[config.mk]
export PLATFORM = sky130hd
export DESIGN_NAME = mult_div_unit
export DESIGN_NICKNAME = d
export VERILOG_FILES = /design/src/rtl/mult_div_unit.sv
export SDC_FILE = /design/constraint.sdc
export NUM_CORES = 1
export LEC_CHECK = 0
export ABC_AREA = 0
export CAP_MARGIN = 5
export CORE_MARGIN = 2
export CORE_UTILIZATION = 42
export CTS_BUF_LIST = sky130_fd_sc_hd__clkbuf_8
export DETAILED_ROUTE_END_ITERATION = 6
export DONT_BUFFER_PORTS = 1
export PLACE_DENSITY = 0.54
export SYNTH_ARGS = -nofsm -noshare
export SYNTH_HDL_FRONTEND = slang
export SYNTH_SLANG_ARGS = --single-unit
[constraint.sdc]
create_clock -name clk -period 4.2 [get_ports clk]
set_input_delay 0.42 -clock clk [delete_from_list [all_inputs] [get_ports clk]]
set_output_delay 0.42 -clock clk [all_outputs]
set_load 0.01 [all_outputs]
[src/rtl/mult_div_unit.sv]
// -----------------------------------------------------------------------------
// mult_div_unit
//   Iterative multiply/divide unit with HI/LO result registers.
//   Multiply uses radix-2 shift-add. Divide uses restoring shift-subtract.
//   Signed operations iterate on magnitudes, and the FIX state applies the signs.
//   Latency is fixed: WE rises WIDTH+2 edges after the accepting edge.
//
//   Optional feature: define MDU_CANCEL_EN to add the 'cancel' input.
//     With the feature, cancel in CALC/FIX aborts to IDLE with no WE.
//     Cancel together with start in IDLE/DONE suppresses the start.
//
// Ports
//   clk     : clock, rising edge
//   rst     : asynchronous reset, active low
//   start   : request a new operation (sampled in IDLE/DONE only)
//   cancel  : abort request (only when MDU_CANCEL_EN is defined)
//   op      : 00 MULT, 01 MULTU, 10 DIV, 11 DIVU
//   A, B    : multiplicand/multiplier or dividend/divisor
//   busy    : high in CALC and FIX
//   WE      : one-cycle result strobe (DONE)
//   HI_out  : product high half, or remainder (registered)
//   LO_out  : product low half, or quotient (registered)
// -----------------------------------------------------------------------------
module mult_div_unit #(
  parameter int WIDTH = 32
) (
  input  logic             clk,
  input  logic             rst,
  input  logic             start,
`ifdef MDU_CANCEL_EN
  input  logic             cancel,
`endif
  input  logic [1:0]       op,
  input  logic [WIDTH-1:0] A,
  input  logic [WIDTH-1:0] B,
  output logic             busy,
  output logic             WE,
  output logic [WIDTH-1:0] HI_out,
  output logic [WIDTH-1:0] LO_out
);

  localparam int CNT_W = $clog2(WIDTH) + 1;

  typedef enum logic [1:0] {IDLE, CALC, FIX, DONE} state_t;

  state_t           state, next_state;
  logic [CNT_W-1:0] cnt;
  logic [1:0]       op_r;
  logic [WIDTH-1:0] hi_r, lo_r, d_r;
  logic             neg_q, neg_r;

  logic abort;
`ifdef MDU_CANCEL_EN
  assign abort = cancel;
`else
  assign abort = 1'b0;
`endif

  logic accept, load, cnt_done;
  assign accept   = start && !abort;
  assign load     = ((state == IDLE) || (state == DONE)) && accept;
  // CALC spends one extra cycle at cnt==WIDTH. This cycle gives the fixed
  // WIDTH+2 edge latency.
  assign cnt_done = (cnt == CNT_W'(WIDTH));

  // Operand preparation: magnitudes for signed ops.
  logic             a_neg, b_neg, b_zero;
  logic [WIDTH-1:0] a_mag, b_mag;
  assign a_neg  = ~op[0] & A[WIDTH-1];
  assign b_neg  = ~op[0] & B[WIDTH-1];
  assign a_mag  = a_neg ? -A : A;
  assign b_mag  = b_neg ? -B : B;
  assign b_zero = (B == '0);

  // One iteration step. Multiply: {hi,lo} holds {partial, multiplier}.
  // Divide: {hi,lo} holds {remainder, dividend/quotient}.
  logic [WIDTH:0]   mul_sum, div_shift;
  logic [WIDTH-1:0] div_diff, hi_nxt, lo_nxt;
  logic             div_ge;

  // NOTE: every always_comb output gets a default first, so no path can infer a latch.
  always_comb begin
    mul_sum   = {1'b0, hi_r} + (lo_r[0] ? {1'b0, d_r} : '0);
    div_shift = {hi_r, lo_r[WIDTH-1]};
    div_ge    = (div_shift >= {1'b0, d_r});
    div_diff  = div_shift[WIDTH-1:0] - d_r;
    hi_nxt    = mul_sum[WIDTH:1];
    lo_nxt    = {mul_sum[0], lo_r[WIDTH-1:1]};
    if (op_r[1]) begin
      hi_nxt = div_ge ? div_diff : div_shift[WIDTH-1:0];
      lo_nxt = {lo_r[WIDTH-2:0], div_ge};
    end
  end

  // Sign correction applied in FIX. Unsigned ops have neg flags clear.
  logic [2*WIDTH-1:0] prod_fix;
  logic [WIDTH-1:0]   hi_res, lo_res;
  always_comb begin
    prod_fix = neg_q ? -{hi_r, lo_r} : {hi_r, lo_r};
    hi_res   = prod_fix[2*WIDTH-1:WIDTH];
    lo_res   = prod_fix[WIDTH-1:0];
    if (op_r[1]) begin
      hi_res = neg_r ? -hi_r : hi_r;
      lo_res = neg_q ? -lo_r : lo_r;
    end
  end

  // FSM
  always_comb begin
    next_state = state;
    case (state)
      IDLE: if (accept) next_state = CALC;
      CALC: begin
        if (abort)         next_state = IDLE;
        else if (cnt_done) next_state = FIX;
      end
      FIX:  next_state = abort ? IDLE : DONE;
      DONE: next_state = accept ? CALC : IDLE;
      default: next_state = IDLE;
    endcase
  end

  assign busy = (state == CALC) || (state == FIX);
  assign WE   = (state == DONE);

  // NOTE: sequential state uses non-blocking assignments, so every register samples pre-edge values.
  always_ff @(posedge clk or negedge rst) begin
    if (!rst) state <= IDLE;
    else      state <= next_state;
  end

  always_ff @(posedge clk or negedge rst) begin
    if (!rst) begin
      cnt    <= '0;
      op_r   <= '0;
      hi_r   <= '0;
      lo_r   <= '0;
      d_r    <= '0;
      neg_q  <= 1'b0;
      neg_r  <= 1'b0;
      HI_out <= '0;
      LO_out <= '0;
    end else begin
      if (load) begin
        op_r <= op;
        hi_r <= '0;
        cnt  <= '0;
        if (op[1]) begin
          if (b_zero) begin
            // A zero divisor gives an all-ones quotient, and the raw dividend
            // passes through as the remainder. No signs are applied.
            lo_r  <= A;
            d_r   <= '0;
            neg_q <= 1'b0;
            neg_r <= 1'b0;
          end else begin
            lo_r  <= a_mag;
            d_r   <= b_mag;
            neg_q <= a_neg ^ b_neg;
            neg_r <= a_neg;
          end
        end else begin
          lo_r  <= b_mag;
          d_r   <= a_mag;
          neg_q <= a_neg ^ b_neg;
          neg_r <= 1'b0;
        end
      end else if ((state == CALC) && !cnt_done && !abort) begin
        hi_r <= hi_nxt;
        lo_r <= lo_nxt;
        cnt  <= cnt + 1'b1;
      end

      if ((state == FIX) && !abort) begin
        HI_out <= hi_res;
        LO_out <= lo_res;
      end
    end
  end

endmodule
==> Word-level counts from Yosys, hierarchy flattened <==
Index checks and enable logic that the tools add are counted.
Widths: inputs -> output; s select.
{ "totals": {"regBits": 172, "input_bits": 69, "word_cells": 67} }
{ "classes": {"addsub": 8, "n_lt_le_gt_ge": 1, "n_eq_ne": 6, "muxes": 29, "bitwise_logic": 4, "n_reduce_logical": 9} }
{ "op_table": {"columns": ["cell", "count"], "rows": [
  ["$mux 32", 18],
  ["$neg 32->32", 4],
  ["$mux 64", 1],
  ["$neg 64->64", 1],
  ["$add 32x32->33", 1],
  ["$ge 33x32->1", 1],
  ["$logic_not 32->1", 1],
  ["$sub 32x32->32", 1],
  ["$mux 6", 2],
  ["$pmux 2 s4", 1],
  ["$add 6x1->6 const B", 1],
  ["$eq 6x6->1 const B", 1],
  ["$mux 1", 5],
  ["$eq 2x2->1 const B", 2],
  ["$mux 2", 2],
  ["$ne 2x2->1 const B", 2],
  ["$and 1x1->1", 2],
  ["$eq 2x1->1 const B", 1],
  ["$logic_and 1x1->1", 2],
  ["$logic_not 2->1", 1],
  ["$logic_or 1x1->1", 2],
  ["$reduce_and 2->1", 1],
  ["$reduce_bool 2->1", 1],
  ["$logic_not 1->1", 1],
  ["2 further kinds", 2]
]} }

==> Logic depth before layout (Yosys ltp) <==
{ "depth": {"ltp_word": 6, "depth_mapped": 14, "ltp_nobuf": 13} }

==> Least setup slack after synthesis <==
OpenSTA, ideal clock, no wires.
{ "synth_path": {"path_type": "register to register", "start": "register hi_r[23]", "end": "register hi_r[30]", "setup_time_ns": 0.129, "arrival_time_ns": 3.255, "t_required_ns": 4.071, "slack_ns": 0.816, "stages_incl_launch_ff": 13, "path_cell_list": "dfrtp_1 > ha_1 > clkbuf_1 > nand4_1 > or2_2 > nor2_1 > o2111ai_1 > nor3b_1 > nor2_1 > clkbuf_1 > buf_1 > nor3_1 > a2111o_1"} }
{ "synth_between": {"elab_chain_len": 5} }
{ "synth_rtl": {"columns": ["item", "line_no", "rtl"], "rows": [
  ["start: declaration", "49", "logic [WIDTH-1:0] hi_r, lo_r, d_r;"],
  ["start signal: assignment", "169", "hi_r <= hi_nxt;"],
  ["$sub 32x32->32 / $ge 33x32->1 (equally long branches)", "86, 85", null],
  ["$mux 32", "90", "hi_nxt = div_ge ? div_diff : div_shift[WIDTH-1:0];"],
  ["$mux 32 (*)", "89", "if (op_r[1]) begin"],
  ["$mux 32 (*)", "168", "end else if ((state == CALC) && !cnt_done && !abort) begin"],
  ["$mux 32 (*)", "144", "if (load) begin"]
]} }
Every way passes the cells marked *; elsewhere a longest branch is shown, timed or not. The select of a mux whose other input is x is not followed.
A chain may end at the register's enable or synchronous reset.

==> Final worst setup path <==
{ "layout_path": {"start": "register lo_r[31]", "end": "register hi_r[28]"} }
{ "layout_between": {"elab_chain_len": 5} }
{ "layout_rtl": {"columns": ["item", "line_no", "rtl"], "rows": [
  ["start: declaration", "49", null],
  ["start signal: assignment", "157", "lo_r <= a_mag;"],
  ["start signal: assignment", "163", "lo_r <= b_mag;"],
  ["start signal: assignment", "170", "lo_r <= lo_nxt;"],
  ["$sub 32x32->32 / $ge 33x32->1 (equally long branches)", "86, 85", null],
  ["$mux 32 (*)", "90", null],
  ["$mux 32 (*)", "89", null],
  ["$mux 32 (*)", "168", null],
  ["$mux 32 (*)", "144", null]
]} }
Marks and branches as above.

==> results.json <==
{
  "h-tree-depth": 4,
  "drive_gt1_share_pct": 6.68,
  "p_per_area_nw_per_um2": 829,
  "die_h_um": 196,
  "die_w_um": 196,
  "ff2ff_setup_slack_ns": 0.47,
  "ir_drop_mv": 0.292,
  "insertion_delay_ns": 0.51,
  "syn2layout_area_growth_pct": 5.79,
  "clockBufferDepth": 2,
  "synthTopCellsByCount": "nor2_1 (220), o21ai_0 (200), a21oi_1 (184)",
  "grt_pass1_wl_um": 85400,
  "leakage_nw": 6.85,
  "rsz0062_at_grt": "no",
  "skew_ns": 0.0246,
  "ant_nets": 0,
  "cts_resized": 0,
  "r2r-end": "hi_r[28]",
  "setup-violations-final": 0,
  "grt_pass1_vias": 13963,
  "postSynth.asyncResetShare_pct": 100,
  "fin_crit_sh_pct": 88.8,
  "worst_setup_path_end_kind": "flip-flop",
  "synth_area_leader_cell": "dfrtp_1",
  "syn_inst": 2003,
  "cp_max_fo": 5,
  "remaining_drc_errors": 0,
  "seq_area_um2": 4280,
  "p_total_w": 0.0136,
  "die-area_um2": 38400,
  "initial_core_util_pct": 42.4,
  "p_clk_share_pct": 9.4,
  "dpl_cell_area_um2": 15900,
  "yosysMostFrequentCell": "nor2_1",
  "drt-total-wl_um": 55700,
  "io_pins": 135,
  "netSwitchingPower_w": 0.00732,
  "status": "finished with violations",
  "wl_per_cell_um": 23.1,
  "grt_max_degree": 172,
  "r2r_start": "lo_r[31]",
  "synth_area_leaders": "dfrtp_1 (28%), o21ai_0 (6.5%), ha_1 (6.1%)",
  "postCtsSetupBuffers": 0,
  "start_kind": "flip-flop",
  "hp-class": "in -> async",
  "synth_cell_type_count": 78,
  "hold_viol_final": 171,
  "cts_made_buffers": 17,
  "tightest_slew_ns": 0.937,
  "arrival_ns": 4.13,
  "final.fill_count": 3706,
  "ff2ff_path_depth": 14,
  "num_rows": 70,
  "synth-main-ff-cell": "dfrtp_1",
  "pwr-share-seq_pct": 25.8,
  "overflow": 0,
  "multi_input_area_um2": 10500,
  "clock-sinks": 171,
  "ys_seq_area_share_pct": 27.7,
  "max_cap_viol_count": 0,
  "io_buffers": 0,
  "firstDrtPassIters": 5,
  "critPathKind": "reg -> reg",
  "fin_tns_setup_ns": 0,
  "hpwlAfterDp_um": 42100,
  "slew_headroom_pct": 37.6,
  "p_int_w": 0.00624,
  "cp.required_ns": 4.60,
  "via_per_inst": 6.13,
  "holdWs_ns": -0.403,
  "finalMaxSlewViolations": 0,
  "gp_congestion": 0.992,
  "synth_nets": 2149,
  "num_vias": 14803,
  "clockRootBuffer": "clkbuf_8",
  "swShare_pct": 54.0,
  "nNetsFinal": 2078,
  "netlist_area_um2": 15500,
  "clk_pin_slew_ns": 0.11,
  "diodes": 0,
  "pwr-share-comb_pct": 64.8,
  "max_freq_mhz": 268,
  "antenna_found_initial": 0,
  "ys_ff_latch": 171,
  "cts_tree": "built",
  "violations": "hold timing",
  "fin_area_um2": 16400,
  "synth-edff-count": 0,
  "ys_warn_count": 0,
  "core_um2": 36400,
  "synth.avg_cell_area_um2": 7.72,
  "drt_iter0_drc": 1293,
  "final.min_clock_period_ns": 3.73,
  "grt_usage_pct": 28.9,
  "synth_top_area_share_pct": 27.7
}
-- worst max-delay path, stage by stage (launching register included) --
cell and delay [ns]:
dfrtp_1 0.45, inv_1 0.17, ha_1 0.20, inv_1 0.06, fa_1 0.42, a21o_1 0.21
a221oi_1 0.25, buf_4 0.19, o31a_1 0.22, o21ba_2 0.21, o21ai_0 0.14, o41ai_1 0.42
mux2i_1 0.26, nand3_1 0.17, a22o_1 0.27
-- state kept, by name (all words and copies together), names as in the netlist --
| register | flops |
|---|---|
| HI_out | 32 |
| LO_out | 32 |
| cnt | 6 |
| d_r | 32 |
| hi_r | 32 |
| lo_r | 32 |
| neg_q | 1 |
| neg_r | 1 |
| op_r | 1 |
| state | 2 |
-- power by group through the flow --
stage	sequential, W	clock, W	combinational (W)
6_report	0.00350	0.00128	0.00879
5_1_grt	0.00361	0.00137	0.00967
4_1_cts	0.00350	0.00131	0.00872
3_5_place_dp	0.00354	0	0.00868
3_3_place_gp	0.00352	0	0.00863
2_1_floorplan	0.00308	0	0.00647
-- per-layer routing --
layer  up-vias  wire length [um]  global-route usage, %
li1       7093                 -                      -
met1      7113             24000                   38.2
met2       505             25800                   46.5
met3        92              3540                   5.52
met4         0              2290                   12.0
met5         -                 0                      0
-- worst max path at each step --
stage	startpoint	end	slack, ns	cells past startpoint
final	lo_r[31]	hi_r[28]	0.47	14
after global routing	lo_r[0]	hi_r[26]	0.26	13
after CTS	lo_r[31]	hi_r[28]	0.51	14
after detailed placement	lo_r[31]	hi_r[28]	0.55	14
after global placement	lo_r[31]	hi_r[28]	0.56	14
after floorplan	hi_r[23]	hi_r[30]	0.82	12
-- layout by cell type (no fill, tap or decap), drive strengths merged, types with 41 or more instances in the layout --
cell type / netlist / layout
inv: 67 / 74
xnor2: 101 / 101
a21o: 45 / 45
mux2i: 48 / 48
a21oi: 184 / 184
or3: 42 / 42
nor2: 220 / 220
nor3: 41 / 41
buf: 12 / 46
ha: 75 / 75
o21ai: 203 / 203
nand2: 179 / 179
dfrtp: 171 / 171
xor2: 83 / 83
-- area by class of cell --
| type | count | area share [%] |
|---|---|---|
| inverter | 67 | 1.54 |
| sequential | 171 | 26.2 |
| multi-input combinational | 1629 | 63.9 |
| timing repair buffer | 46 | 2.26 |
| tap | 468 | 3.58 |
| clock buffer | 17 | 1.43 |
| clock inverter | 15 | 1.11 |
-- kinds of logic (layout without fill, tap and decap cells) --
logic type	Yosys count	in the layout	synth area share [%]
compound gates	655	655	26.4
mux	71	71	4.78
buf+inv	203	145	4.96
fa+ha+maj	77	77	6.33
xor+xnor	184	184	10.4
flops	171	171	27.7
simple gates	642	642	19.4
-- through the flow --
stage               util (%)  cells  hold slack (ns)  setup WS (ns)
floorplan                  -   2003            0.124          0.816
global placement        43.7   2381            0.132          0.560
detailed placement      43.7   2381            0.130          0.547
CTS                     44.9   2413           -0.450          0.513
global route            44.9   2413           -0.445          0.264
finish                  44.9   2413           -0.403          0.470
No activity file was read; power rests on OpenSTA's default activity.
